<file path="config.mk">
export PLATFORM = sky130hd
export DESIGN_NAME = alu_ctrl_seq_flat
export DESIGN_NICKNAME = d
export VERILOG_FILES = /design/src/rtl/alu_ctrl_seq_if.sv /design/src/rtl/alu_ctrl_seq.sv /design/src/flat_wrapper.sv
export SDC_FILE = /design/constraint.sdc
export NUM_CORES = 1
export LEC_CHECK = 0
export CORE_MARGIN = 3
export CORE_UTILIZATION = 45
export DETAILED_ROUTE_END_ITERATION = 10
export PLACE_DENSITY = 0.74
export SETUP_SLACK_MARGIN = 0.3
export SYNTH_ARGS = -nofsm -noshare
export SYNTH_HDL_FRONTEND = slang
export SYNTH_SLANG_ARGS = --single-unit
</file>
<file path="constraint.sdc">
create_clock -name clk -period 1.9 [get_ports clk]
set_input_delay 0.38 -clock clk [delete_from_list [all_inputs] [get_ports clk]]
set_output_delay 0.38 -clock clk [all_outputs]
set_load 0.01 [all_outputs]
</file>
<file path="src/rtl/alu_ctrl_seq_if.sv">
// alu_ctrl_seq_if: request/response bundle between the control unit and
// the ALU control sequencer.
//   master : control-unit side, drives in_valid/aluop/funct/in_tag
//   slave  : sequencer side, drives in_ready and every result/status signal
// The parameters must match those of the alu_ctrl_seq instance it is bound to.
interface alu_ctrl_seq_if #(
  parameter int FUNCT_W = 6,
  parameter int TAG_W   = 4,
  parameter int COUNT_W = 16
);
  logic               in_valid;
  logic               in_ready;
  logic [2:0]         aluop;
  logic [FUNCT_W-1:0] funct;
  logic [TAG_W-1:0]   in_tag;
  logic               out_valid;
  logic [2:0]         alu_ctrl;
  logic [TAG_W-1:0]   out_tag;
  logic               illegal;
  logic               busy;
  logic [COUNT_W-1:0] op_count;

  modport master (
    output in_valid, aluop, funct, in_tag,
    input  in_ready, out_valid, alu_ctrl, out_tag, illegal, busy, op_count
  );

  modport slave (
    input  in_valid, aluop, funct, in_tag,
    output in_ready, out_valid, alu_ctrl, out_tag, illegal, busy, op_count
  );
endinterface

</file>
<file path="src/rtl/alu_ctrl_seq.sv">
// alu_ctrl_seq: registered ALU control decoder with a valid/ready request
// port, a multi-cycle MUL path, illegal-encoding flag and a saturating
// completed-operation counter.
// Ports:
//   clk    rising-edge clock
//   rst_n  synchronous reset, active low
//   bus    alu_ctrl_seq_if.slave: in_valid/in_ready/aluop/funct/in_tag in,
//          out_valid/alu_ctrl/out_tag/illegal/busy/op_count out
//
// state | meaning
// IDLE  | ready; single-cycle ops complete the cycle after acceptance
// MULTI | MUL in flight; down-counter runs to terminal count 1
module alu_ctrl_seq #(
  parameter int FUNCT_W    = 6,
  parameter int MUL_CYCLES = 4,
  parameter int EN_MUL     = 1,
  parameter int TAG_W      = 4,
  parameter int COUNT_W    = 16
) (
  input  logic          clk,
  input  logic          rst_n,
  alu_ctrl_seq_if.slave bus
);

  typedef enum logic {IDLE = 1'b0, MULTI = 1'b1} state_t;

  localparam logic [7:0] CNT_LOAD = 8'(MUL_CYCLES - 1);

  state_t             state_q, state_d;
  logic [7:0]         cnt_q, cnt_d;
  logic               out_valid_q, out_valid_d;
  logic [2:0]         alu_ctrl_q, alu_ctrl_d;
  logic [TAG_W-1:0]   out_tag_q, out_tag_d;
  logic               illegal_q, illegal_d;
  logic [COUNT_W-1:0] op_count_q, op_count_d;

  logic       accept;
  logic [2:0] dec_code;
  logic       dec_illegal;
  logic       dec_mul;

  assign accept = bus.in_valid & bus.in_ready;

  // Illegal encodings fall back to ADD so a consumer ignoring the flag
  // still sees a harmless code.
  always_comb begin
    dec_code    = 3'b010;
    dec_illegal = 1'b0;
    dec_mul     = 1'b0;
    case (bus.aluop)
      3'b000: begin
        if (bus.funct > FUNCT_W'(5)) begin
          dec_illegal = 1'b1;
        end else begin
          case (bus.funct[2:0])
            3'd0:    dec_code = 3'b010;
            3'd1:    dec_code = 3'b101;
            3'd2:    dec_code = 3'b000;
            3'd3:    dec_code = 3'b001;
            3'd4:    dec_code = 3'b110;
            3'd5: begin
              if (EN_MUL != 0) begin
                dec_code = 3'b111;
                dec_mul  = 1'b1;
              end else begin
                dec_illegal = 1'b1;
              end
            end
            default: dec_illegal = 1'b1;
          endcase
        end
      end
      3'b001:  dec_code = 3'b010;
      3'b010:  dec_code = 3'b000;
      3'b011:  dec_code = 3'b001;
      3'b100:  dec_code = 3'b101;
      3'b101:  dec_code = 3'b110;
      3'b110:  dec_code = 3'b010;
      3'b111:  dec_code = 3'b011;
      default: dec_code = 3'b010;
    endcase
  end

  always_comb begin
    state_d     = state_q;
    cnt_d       = cnt_q;
    out_valid_d = 1'b0;
    alu_ctrl_d  = alu_ctrl_q;
    out_tag_d   = out_tag_q;
    illegal_d   = illegal_q;
    case (state_q)
      IDLE: begin
        if (accept) begin
          alu_ctrl_d = dec_code;
          out_tag_d  = bus.in_tag;
          illegal_d  = dec_illegal;
          if (dec_mul) begin
            state_d = MULTI;
            cnt_d   = CNT_LOAD;
          end else begin
            out_valid_d = 1'b1;
          end
        end
      end
      MULTI: begin
        cnt_d = cnt_q - 8'd1;
        // Terminal count 1: this edge is MUL_CYCLES-1 after acceptance.
        if (cnt_q == 8'd1) begin
          state_d     = IDLE;
          out_valid_d = 1'b1;
        end
      end
      default: state_d = IDLE;
    endcase
  end

  // Counter moves on the same edge that raises out_valid.
  always_comb begin
    op_count_d = op_count_q;
    if (out_valid_d && (op_count_q != {COUNT_W{1'b1}})) begin
      op_count_d = op_count_q + COUNT_W'(1);
    end
  end

  always_ff @(posedge clk) begin
    if (!rst_n) begin
      state_q     <= IDLE;
      cnt_q       <= '0;
      out_valid_q <= 1'b0;
      alu_ctrl_q  <= 3'b010;
      out_tag_q   <= '0;
      illegal_q   <= 1'b0;
      op_count_q  <= '0;
    end else begin
      state_q     <= state_d;
      cnt_q       <= cnt_d;
      out_valid_q <= out_valid_d;
      alu_ctrl_q  <= alu_ctrl_d;
      out_tag_q   <= out_tag_d;
      illegal_q   <= illegal_d;
      op_count_q  <= op_count_d;
    end
  end

  assign bus.in_ready  = rst_n & (state_q == IDLE);
  assign bus.busy      = (state_q == MULTI);
  assign bus.out_valid = out_valid_q;
  assign bus.alu_ctrl  = alu_ctrl_q;
  assign bus.out_tag   = out_tag_q;
  assign bus.illegal   = illegal_q;
  assign bus.op_count  = op_count_q;

endmodule

</file>
<file path="src/flat_wrapper.sv">
// flat-port wrapper written by rule: the top's interface ports become plain ports
module alu_ctrl_seq_flat 
#(
  parameter int FUNCT_W    = 6,
  parameter int MUL_CYCLES = 4,
  parameter int EN_MUL     = 1,
  parameter int TAG_W      = 4,
  parameter int COUNT_W    = 16
)
  (clk, rst_n, bus_in_valid, bus_aluop, bus_funct, bus_in_tag, bus_in_ready, bus_out_valid, bus_alu_ctrl, bus_out_tag, bus_illegal, bus_busy, bus_op_count);
  alu_ctrl_seq_if #(.FUNCT_W(FUNCT_W), .TAG_W(TAG_W), .COUNT_W(COUNT_W)) bus_i ();
  input  logic clk;
  input  logic rst_n;
  input wire logic [$bits(bus_i.in_valid)-1:0] bus_in_valid;
  input wire logic [$bits(bus_i.aluop)-1:0] bus_aluop;
  input wire logic [$bits(bus_i.funct)-1:0] bus_funct;
  input wire logic [$bits(bus_i.in_tag)-1:0] bus_in_tag;
  output wire logic [$bits(bus_i.in_ready)-1:0] bus_in_ready;
  output wire logic [$bits(bus_i.out_valid)-1:0] bus_out_valid;
  output wire logic [$bits(bus_i.alu_ctrl)-1:0] bus_alu_ctrl;
  output wire logic [$bits(bus_i.out_tag)-1:0] bus_out_tag;
  output wire logic [$bits(bus_i.illegal)-1:0] bus_illegal;
  output wire logic [$bits(bus_i.busy)-1:0] bus_busy;
  output wire logic [$bits(bus_i.op_count)-1:0] bus_op_count;
  assign bus_i.in_valid = bus_in_valid;
  assign bus_i.aluop = bus_aluop;
  assign bus_i.funct = bus_funct;
  assign bus_i.in_tag = bus_in_tag;
  assign bus_in_ready = bus_i.in_ready;
  assign bus_out_valid = bus_i.out_valid;
  assign bus_alu_ctrl = bus_i.alu_ctrl;
  assign bus_out_tag = bus_i.out_tag;
  assign bus_illegal = bus_i.illegal;
  assign bus_busy = bus_i.busy;
  assign bus_op_count = bus_i.op_count;
  alu_ctrl_seq #(.FUNCT_W(FUNCT_W), .MUL_CYCLES(MUL_CYCLES), .EN_MUL(EN_MUL), .TAG_W(TAG_W), .COUNT_W(COUNT_W)) u_core (.clk(clk), .rst_n(rst_n), .bus(bus_i));
endmodule
</file>
==> impl_results.md <==
- Synthesized area: around 0.0017 sq mm
- P_leak: 1.161 nW
- Post-layout util: 0.7687
- Maximum VDD drop: roughly 520 uV
- CTS buffer count: 5
- Post-DP HPWL: approximately 3.1 mm
- WP data arrival: about 2.0 ns
- Power Density: 546.1 mW/mm^2
- Vias in the first global route: 1567
- Worst r2r path cells: 6
- Ys async rst share: 0
- Yosys cell types: 44
- Pin count of the biggest net entering global routing: 19
- Via/cell ratio: 5.407
- Cells after DPL: a little over 300
- Highest-count cells in the layout ignoring fill and taps: 32 x buf_4, 21 x nand2_1, 19 x dfxtp_1, 17 x clkdlybuf4s50_1, 16 x a21oi_1
- Ys flop type: dfxtp_1
- DIE HEIGHT: about 67 um
- Unrepaired setup endpoints after global routing: yes
- Mapped Cells: 203
- Fmax: ~550 MHz
- Gp weighted congestion: roughly 0.82
- Worst path slowest cell: clkdlybuf4s50_1
- Fin cells: roughly 330
- Global-route wire length before repair: approximately 7.1 mm
- Register share of total power: 0.499
- Die area: roughly 0.0045 sq mm
- Rows: 21
- DRC: 0
- Clock sink count: 34
- Antenna viol nets, final: 0
- Initial Util: 0.4859
- Final Critical Period: between 1.5 and 2 ns
- Nets: between 200 and 300
- Max-cap viol count: 0
- Layout area overhead: 58.22%
- Mean Syn Cell Area: around 8.4 sq um
- Sw frac: 0.2385
- Slew margin rel.: 0.7498
- Core ar.: approximately 0.0035 sq mm
- WHS: between 0.4 and 0.5 ns
- Clock Latency Late Sink: 0.29 ns
- Initial antenna violation count: 0
- Layout cells sized above 1: 0.3488
- CP cell instances: clkdlybuf4s50_1 -> nand3b_1 -> a31oi_4 -> o2bb2ai_4 -> buf_4 -> or4_1 -> a21oi_1
- Logic gate share of total power: 0.130
- Clock power share: 0.372
- Peak fanout along the critical path: 5
- YS warnings: 0
- Initial DRT Pass Iterations: 4
- CP endpoint kind: flip-flop
- Clock-pin slew on the worst setup and hold paths: about 0.070 ns
- Req. time, crit path: roughly 2.1 ns
- CTS max path bufs: 2
- Die Width: around 67 um
- Synth Net Count: roughly 220
- Max Slew Vio Count: 0
- Max incr delay on CP: 0.47 ns
- Tcrit/Tclk final: 0.9558
- Post-synth EDFFs: 0
- Yosys reg bits: 34
- Sw Pwr: approximately 350 uW
- Buffers on Ports: 42
- Tightest Hold Check Type: reg -> reg
- Sequential area share after synthesis: 0.4009
- Diodes inserted: 0
- Root buffer cell: clkbuf_8
- Min-Delay Path Depth: 2
- Clk_skew: 0.005091 ns
- Final hold vios: 0
- I/O pin count: 43
- WL final: about 4.4 mm
- Final setup fails: 0
- Pin slew with the least headroom to its limit: between 0.3 and 0.4 ns
- Initial DRC count: 80
- Status: complete, no violations
- Routed wire per std cell: ~14 um
- CTS tree: yes
- GRT Total Usage: 0.2050
- Routed vias: 1768
- Pint: ~1.1 mW
- Crit start category: primary input
- Htree depth: 2
- Commonest non-fill, non-tap cell in the layout: buf_4
- WS Path Type: in -> reg
- Overflow after GRT: 0
[state kept, by name, summed over array words and instances, names as in the netlist]
| name | flops |
|---|---|
| u_core.bus.busy | 1 |
| u_core.bus.alu_ctrl | 3 |
| u_core.bus.op_count | 16 |
| u_core.bus.illegal | 1 |
| u_core.cnt_q | 8 |
| u_core.bus.out_tag | 4 |
| u_core.bus.out_valid | 1 |
[cell families (layout without fill, tap and decap cells)]
| kind of cell | Yosys count | count (layout) | synth area share |
|---|---|---|---|
| compound gates | 47 | 47 | 0.1864 |
| xor+xnor | 1 | 1 | 0.005159 |
| fa+ha+maj | 3 | 3 | 0.02211 |
| buf+inv | 16 | 94 | 0.04200 |
| flops | 34 | 34 | 0.4009 |
| mux | 3 | 3 | 0.01769 |
| simple gates | 99 | 99 | 0.3257 |
[Yosys cell counts (2+ instances only)]
cell / n / area (sq um)
dfxtp_1: 34 / 680.7
or2_2: 5 / 31.28
a211oi_1: 2 / 15.01
nand2_1: 22 / 82.58
nand3b_1: 2 / 15.01
o21a_1: 2 / 15.01
o41ai_1: 2 / 17.52
clkbuf_1: 6 / 22.52
a21oi_1: 17 / 85.08
a41o_1: 2 / 20.02
ha_1: 3 / 37.54
nor2_1: 12 / 45.04
nor4_1: 4 / 25.02
or4_1: 4 / 30.03
o21ai_0: 13 / 65.06
or3_1: 9 / 56.30
nand3_1: 17 / 85.08
nor3_1: 3 / 15.01
o31ai_1: 3 / 22.52
and2_1: 3 / 18.77
mux2i_1: 3 / 30.03
inv_1: 6 / 22.52
nand4_1: 4 / 25.02
and3_1: 2 / 12.51
nand2b_1: 4 / 25.02
[layer usage]
metal | global-route usage | up-vias | part of all wire
met1 | 0.2508 | 820 | 0.45
li1 | - | 897 | -
met2 | 0.3350 | 46 | 0.48
met5 | 0 | - | 0
met3 | 0.08652 | 5 | 0.068
met4 | 0.04557 | 0 | 0.0081
[final timing paths]
kind,start,endpoint,slack (ns)
max reg2reg,u_core.cnt_q[6],u_core.bus.op_count[6],0.09
min,u_core.bus.out_tag[3],u_core.bus.out_tag[3],0.45
min reg2reg,u_core.bus.out_tag[3],u_core.bus.out_tag[3],0.45
max,bus_in_valid,u_core.bus.op_count[6],0.08
[through the flow]
stage                     setup slack (ns)  power [mW]  setup TNS [ns]  area [sq um]
after CTS                          0.06472       1.485               0          2595
after global placement             -0.4006      0.9239          -8.538          2359
after detailed placement           -0.4863      0.9254          -9.946          2359
after global routing               0.02266       1.535               0          2686
final                              0.08389       1.467               0          2686
after floorplan                     0.2230      0.8190               0          1775
[power groups by stage]
stage | Sequential (mW) | Combinational (mW) | Clock [mW]
2_1_floorplan | 0.759 | 0.0595 | 0
3_3_place_gp | 0.752 | 0.171 | 0
3_5_place_dp | 0.753 | 0.172 | 0
4_1_cts | 0.736 | 0.186 | 0.563
5_1_grt | 0.732 | 0.208 | 0.595
6_report | 0.731 | 0.190 | 0.546
[critical path, delay by kind of cell]
kind / cells / cell delay, ns
buffers and inverters: 2 / 0.62
AND/OR/NAND/NOR: 2 / 0.56
AO/OA/AOI/OAI: 3 / 0.48
[layout make-up]
type                       instances  area [sq um]
clock buffer                       7         86.33
clock inverter                     1         5.005
fill                             255         808.3
inverter                           7         26.28
multi-input combinational        153          1112
sequential                        34         709.4
tap                               46         57.56
timing repair buffer              79         689.4
[what timing repair did]
item / 4_1_cts / 5_1_grt
resized for setup: 45 / 43
endpoints found under the setup margin: 41 / 31
hold buffers: 0 / 0
buffers inserted: 11 / 4
hold endpoints to repair: 0 / 0
pin swaps: 18 / 8
(Power assumes the default switching activity.)
